File: src/rtl/sram_1w_loader.sv
// Write-side loader for the input buffer SRAM. It accepts a byte stream over
// a valid/ready handshake and writes each byte to sequential addresses,
// starting at a programmable base and wrapping modulo the buffer depth.
// All SRAM write-port outputs are registered. Done pulses for one cycle
// once the final write has been issued.
module sram_1w_loader #(
  parameter int ADDR_W = 10,
  parameter int DATA_W = 8,
  parameter int LEN_W  = 11
) (
  input  logic              clock,
  input  logic              reset_n,
  input  logic              Start,
  input  logic [ADDR_W-1:0] BaseAddress,
  input  logic [LEN_W-1:0]  Length,
  input  logic [DATA_W-1:0] InData,
  input  logic              InValid,
  output logic              InReady,
  output logic [ADDR_W-1:0] WriteAddress,
  output logic [DATA_W-1:0] WriteBus,
  output logic              WriteEnable,
  output logic              Busy,
  output logic              Done,
  output logic [LEN_W-1:0]  Count,
  output logic [DATA_W-1:0] Checksum
);

  localparam int              DEPTH_I = 1 << ADDR_W;
  localparam logic [LEN_W-1:0] DEPTH   = LEN_W'(DEPTH_I);

  typedef enum logic [1:0] {
    IDLE = 2'd0,
    LOAD = 2'd1,
    DONE = 2'd2
  } state_t;

  state_t             state_q, state_d;
  logic [ADDR_W-1:0]  ptr_q, ptr_d;
  logic [LEN_W-1:0]   rem_q, rem_d;
  logic [LEN_W-1:0]   count_q, count_d;
  logic [DATA_W-1:0]  csum_q, csum_d;
  logic [ADDR_W-1:0]  waddr_q, waddr_d;
  logic [DATA_W-1:0]  wdata_q, wdata_d;
  logic               we_q, we_d;

  logic [LEN_W-1:0]   len_clamped;
  logic               ready;
  logic               xfer;

  // Lengths beyond the buffer depth load the whole buffer exactly once.
  assign len_clamped = (Length > DEPTH) ? DEPTH : Length;

  // Ready depends only on registered state, so there is no InValid->InReady path.
  assign ready = (state_q == LOAD) && (rem_q != '0);
  assign xfer  = ready && InValid;

  // Next-state and datapath update for the load sequencer.
  always_comb begin
    state_d = state_q;
    ptr_d   = ptr_q;
    rem_d   = rem_q;
    count_d = count_q;
    csum_d  = csum_q;
    waddr_d = waddr_q;
    wdata_d = wdata_q;
    we_d    = 1'b0;
    case (state_q)
      IDLE: begin
        if (Start) begin
          ptr_d   = BaseAddress;
          rem_d   = len_clamped;
          count_d = '0;
          csum_d  = '0;
          state_d = (len_clamped != '0) ? LOAD : DONE;
        end
      end
      LOAD: begin
        if (xfer) begin
          waddr_d = ptr_q;
          wdata_d = InData;
          we_d    = 1'b1;
          ptr_d   = ptr_q + ADDR_W'(1);
          rem_d   = rem_q - LEN_W'(1);
          count_d = count_q + LEN_W'(1);
          csum_d  = csum_q + InData;
        end
        // Leave one cycle after the last handshake so the final write issues in LOAD.
        if (rem_q == '0) begin
          state_d = DONE;
        end
      end
      DONE: begin
        state_d = IDLE;
      end
      default: begin
        state_d = IDLE;
      end
    endcase
  end

  // State and datapath registers; reset abandons any load in progress.
  always_ff @(posedge clock or negedge reset_n) begin
    if (!reset_n) begin
      state_q <= IDLE;
      ptr_q   <= '0;
      rem_q   <= '0;
      count_q <= '0;
      csum_q  <= '0;
      waddr_q <= '0;
      wdata_q <= '0;
      we_q    <= 1'b0;
    end else begin
      state_q <= state_d;
      ptr_q   <= ptr_d;
      rem_q   <= rem_d;
      count_q <= count_d;
      csum_q  <= csum_d;
      waddr_q <= waddr_d;
      wdata_q <= wdata_d;
      we_q    <= we_d;
    end
  end

  assign InReady      = ready;
  assign WriteAddress = waddr_q;
  assign WriteBus     = wdata_q;
  assign WriteEnable  = we_q;
  assign Busy         = (state_q != IDLE);
  assign Done         = (state_q == DONE);
  assign Count        = count_q;
  assign Checksum     = csum_q;

endmodule

File: config.mk
export PLATFORM = sky130hd
export DESIGN_NAME = sram_1w_loader
export DESIGN_NICKNAME = d
export VERILOG_FILES = /design/src/rtl/sram_1w_loader.sv
export SDC_FILE = /design/constraint.sdc
export NUM_CORES = 1
export LEC_CHECK = 0
export CORE_ASPECT_RATIO = 1.5
export CORE_MARGIN = 2
export CORE_UTILIZATION = 50
export DETAILED_ROUTE_END_ITERATION = 16
export PLACE_DENSITY = 0.83
export SETUP_SLACK_MARGIN = 0.02
export SLEW_MARGIN = 20
export SYNTH_ARGS = -nofsm -noshare
export SYNTH_HDL_FRONTEND = slang
export SYNTH_SLANG_ARGS = --single-unit
File: constraint.sdc
create_clock -name clock -period 2.54 [get_ports clock]
set_input_delay 0.254 -clock clock [delete_from_list [all_inputs] [get_ports clock]]
set_output_delay 0.254 -clock clock [all_outputs]
set_load 0.05 [all_outputs]
Word-level counts from Yosys, hierarchy flattened
Cells that the tools add are included.
Cells by class
  add/subtract/negate cells: 4
  magnitude comparators: 1
  equal/unequal tests: 5
  mux-type cells: 19
  reduce and logical (&&, ||, !) cells: 11
Operators by type and width (count)
  $mux W11: 5
  $pmux W11 S2: 2
  $reduce_bool A11 Y1: 2
  $mux W10: 2
  $pmux W10 S2: 1
  $mux W8: 2
  $pmux W8 S2: 1
  $add A11 B1 Y11 const B: 1
  $gt A11 B11 Y1 const B: 1
  $logic_not A11 Y1: 1
  $sub A11 B1 Y11 const B: 1
  $add A10 B1 Y10 const B: 1
  $add A8 B8 Y8: 1
  $mux W2: 3
  $ne A2 B2 Y1 const B: 2
  $pmux W2 S2: 1
  $reduce_and A2 Y1: 2
  $reduce_bool A2 Y1: 2
  $reduce_and A3 Y1: 1
  $eq A2 B1 Y1 const B: 1
  $eq A2 B2 Y1 const B: 1
  $logic_and A1 B1 Y1: 2
  $logic_not A2 Y1: 1
  $mux W1: 2
  $ne A2 B1 Y1 const B: 1
Word-level totals
  register bits after elaboration: 61
  bits of input ports: 33
  output and inout bits: 41
  logic and storage cells: 48

Depth between registers and ports, before layout
  depth after elaboration: 6
  gate-level depth with buffers: 9
  mapped depth without buffers: 8

Worst setup path after synthesis
OpenSTA, ideal clock, no wires.
  kind: register -> register
  start point: register csum_q[1], in the netlist Checksum[1]
  end point: register csum_q[7], in the netlist Checksum[7]
  library setup time: 0.073 ns
  arrival time: 2.125 ns
  required time: 2.467 ns
  setup slack: 0.341 ns
  cell stages (with the launch flop): 7
  buffers on the path: 0
  period minus slack after synthesis: 2.199 ns
  path through: dfrtp_1 -> ha_1 -> a211oi_1 -> o21ai_0 -> o41a_1 -> o311a_1 -> a21oi_2
Between the ends
  word-level cells in the longest chain between the ends: 3
Ends and longest elaborated chain
  start, declared: RTL line 41  | logic [DATA_W-1:0] csum_q, csum_d;
  start signal, assigned: RTL line 117  | csum_q <= csum_d;
  $add A8 B8 Y8: RTL line 85  | csum_d = csum_q + InData;
  $mux W8: RTL line 78  | if (xfer) begin
  $pmux W8 S2: RTL line 67  | case (state_q)
Every way passes these cells. The select of a mux whose other input is x is not followed.
A chain may end at the register's enable or synchronous reset.

Final worst setup path
  start point: register rem_q[0]
  end point: register count_q[2], in the netlist Count[2]
Between the ends
  word-level cells in the longest chain between the ends: 5
Ends and longest elaborated chain
  start, declared: RTL line 39  | logic [LEN_W-1:0] rem_q, rem_d;
  start signal, assigned: RTL line 115  | rem_q <= rem_d;
  $reduce_bool A11 Y1: RTL line 54  | assign ready = (state_q == LOAD) && (rem_q != '0);
  $logic_and A1 B1 Y1: RTL line 54
  $logic_and A1 B1 Y1: RTL line 55  | assign xfer = ready && InValid;
  $ne A2 B2 Y1 (no line)
  $reduce_and A3 Y1 (no line)
  end signal, assigned: RTL line 116  | count_q <= count_d;
  end, declared: RTL line 40  | logic [LEN_W-1:0] count_q, count_d;
Every way passes these cells.

==> flow_summary.toml <==
[run_status]
outcome = "completed"

[yosys]
synth_edf_count = 0
ys_ff_latch = 61
yosysSeqAreaShare_pct = 46.6
async_reset_ff_share_pct = 100
synth_flop_cell = "dfrtp_1"
synth_nets = 403
synth_area_um2 = 3280
synthDistinctLibCells = 59
ys_warn_count = 0
syn-mean-instance-area_um2 = 9.13
synthCells = 359

[hold_path]
hold_path_class = "in -> async"

[final_layout]
layout_common_cells = "nand2_1, clkdlybuf4s50_1, dfrtp_1"
syn_to_final_growth_pct = 31.5
seq_area_um2 = 1530
mostFrequentLayoutCell = "nand2_1"
num-fill-cells = 523
finalInstanceArea_um2 = 4310
instances_no_fill = 517
nets = 480
multiInputGateArea_um2 = 1590
drive_above_1_share_pct = 7.26
antenna_cells = 0

[floorplan]
die_h_um = 103
core_um2 = 6440
row_count = 36
die-area_um2 = 7230
die_w_um = 70.1
ioPinCount = 74
start_util_pct = 50.9

[clock_tree]
path_clk_slew_ns = 0.07
cts_setup_buffers = 0
numCtsBuffers = 9
clock_sinks = 61
clock_tree.htree_level_count = 3
cts_buffer_depth = 2
clock-root-buffer = "clkbuf_8"
cts_tree = "built"
clkLatencyLatePin_ns = 0.34

[worst_setup_path]
rr_startpoint = "rem_q[0]"
cp-end-kind = "register"
crit_path_start_kind = "register"
rr_worst_depth = 9
path_class = "reg -> reg"
crit_required_ns = 2.74
reg2reg_slack_ns = 0.15
timing.rr.end = "Count[2]"
cp.arrival_ns = 2.59
crit_fanout = 30

[drt]
vias = 2971
detail-route-antenna-nets = 0
avgRoutedWirePerCell_um = 15.0
wl_um = 7750
first_pass_iters = 4
initialDrtViolationCount = 252
routed_via_density = 5.75
drc = 0

[global_routing]
grt_pass1_wl_um = 13000
grt_use_total_pct = 22.6
grt_max_degree = 62
antenna_found_initial = 0
grt_pass1_vias = 2864
grt_remaining_overflow = 0

[sta]
rsz0062_at_grt = "no"
finalCritPeriodShare_pct = 94.1
clock.fmax_mhz = 419
hold_viol = 0
min_period_ns = 2.39
setup-violations-final = 0
holdWs_ns = 0.444
fin_skew_ns = 0.00807
drv_slew = 0
worst_pin_slew_ns = 0.524
relSlewSlack_pct = 65.0
fin_setup_tns_ns = 0

[power_and_ir_drop]
p_per_area_nw_per_um2 = 1300
irDropWorstVdd_mv = 0.809
leakagePower_uw = 0.00193

[placement]
dpl.hpwl_um = 5490
placed_area_um2 = 4050
io_buffers = 73
placed_cells = 500
place.gp.congestion = 0.865

[flow_run]
maxCapViolations = 0
[layout make-up]
type | instances | share of cell area [%]
Clock buffer | 12 | 3.37
Clock inverter | 4 | 2.21
Inverter | 12 | 1.05
Multi-Input combinational cell | 270 | 36.8
Sequential cell | 61 | 35.4
Tap cell | 76 | 2.21
Timing Repair Buffer | 82 | 19.0
[state kept, by name (all words and copies together), names as in the netlist]
register / flops
Count: 11
rem_q: 11
WriteAddress: 10
ptr_q: 10
Checksum: 8
WriteBus: 8
state_q: 2
WriteEnable: 1
[through the flow]
| stage | total power, µW | utilization [%] | setup WS (ns) |
|---|---|---|---|
| 5_1_grt | 5970 | 66.9 | 0.0278 |
| 2_1_floorplan | 3720 | - | 0.341 |
| 4_1_cts | 5610 | 66.7 | 0.0305 |
| 3_3_place_gp | 4470 | 62.8 | 0.169 |
| 6_report | 5610 | 66.9 | 0.151 |
| 3_5_place_dp | 4540 | 62.8 | 0.0310 |
[Yosys cell counts (3+ instances only)]
master,instances,area share (%)
nand2_1,77,8.8
dfrtp_1,61,47
a21oi_1,26,4.0
o21ai_0,23,3.5
nor2_1,20,2.3
nand3_1,19,2.9
inv_1,11,1.3
ha_1,10,3.8
nor3_1,8,1.2
clkbuf_1,6,0.69
o21ai_1,6,0.92
and3_1,5,0.95
buf_6,5,1.7
o211ai_1,5,1.1
xnor2_1,5,1.3
xor2_1,5,1.3
a221o_1,4,1.2
nor3b_1,4,0.92
nor4_1,4,0.76
a31oi_1,3,0.57
[cell families after synthesis]
| kind of cell | Yosys count | synth area share [%] |
|---|---|---|
| XOR/XNOR | 10 | 2.67 |
| flip-flops | 61 | 46.6 |
| AND/OR/NAND/NOR | 156 | 22.5 |
| adder cells (fa/ha/maj) | 11 | 4.43 |
| buffers and inverters | 28 | 5.15 |
| multiplexers | 1 | 0.305 |
| AO/OA/AOI/OAI | 92 | 18.4 |
[routing by layer]
layer,vias to the layer above,routed length (µm),part of all wire [%],GRT usage (%)
met1,1417,3120,40,26.4
li1,1439,-,-,-
met3,16,356,4.6,3.78
met4,0,156,2.0,9.17
met5,-,0,0,0
met2,99,4120,53,41.5
[worst max-delay path by stage]
stage | from | endpoint | depth (start not counted)
5_1_grt | rem_q[0] | Count[6] | 8
3_5_place_dp | rem_q[0] | Count[6] | 8
6_report | rem_q[0] | Count[2] | 9
4_1_cts | rem_q[0] | Count[6] | 8
2_1_floorplan | Checksum[1] | Checksum[7] | 6
3_3_place_gp | rem_q[0] | Count[3] | 8
[timing repair]
item | CTS | global route
hold endpoints to repair | 61 | 0
hold buffers | 1 | 0
setup endpoints to repair | 0 | 28
gates resized for setup | 0 | 4
[worst max-delay path, cell delays in order, from the launching register on]
cell	delay, ns
dfrtp_1	0.40
inv_1	0.11
ha_2	0.22
or4b_4	0.51
o41ai_4	0.34
inv_2	0.13
buf_6	0.22
nand2_1	0.11
xor2_1	0.17
nor2_1	0.05
[power breakdown]
group	leakage [µW]	internal, µW	switching, µW
Sequential	0.000783	1350	352
Combinational	0.00103	1020	1830
Clock	0.000121	678	376
Total	0.00193	3050	2560
(Power assumes the default switching activity.)
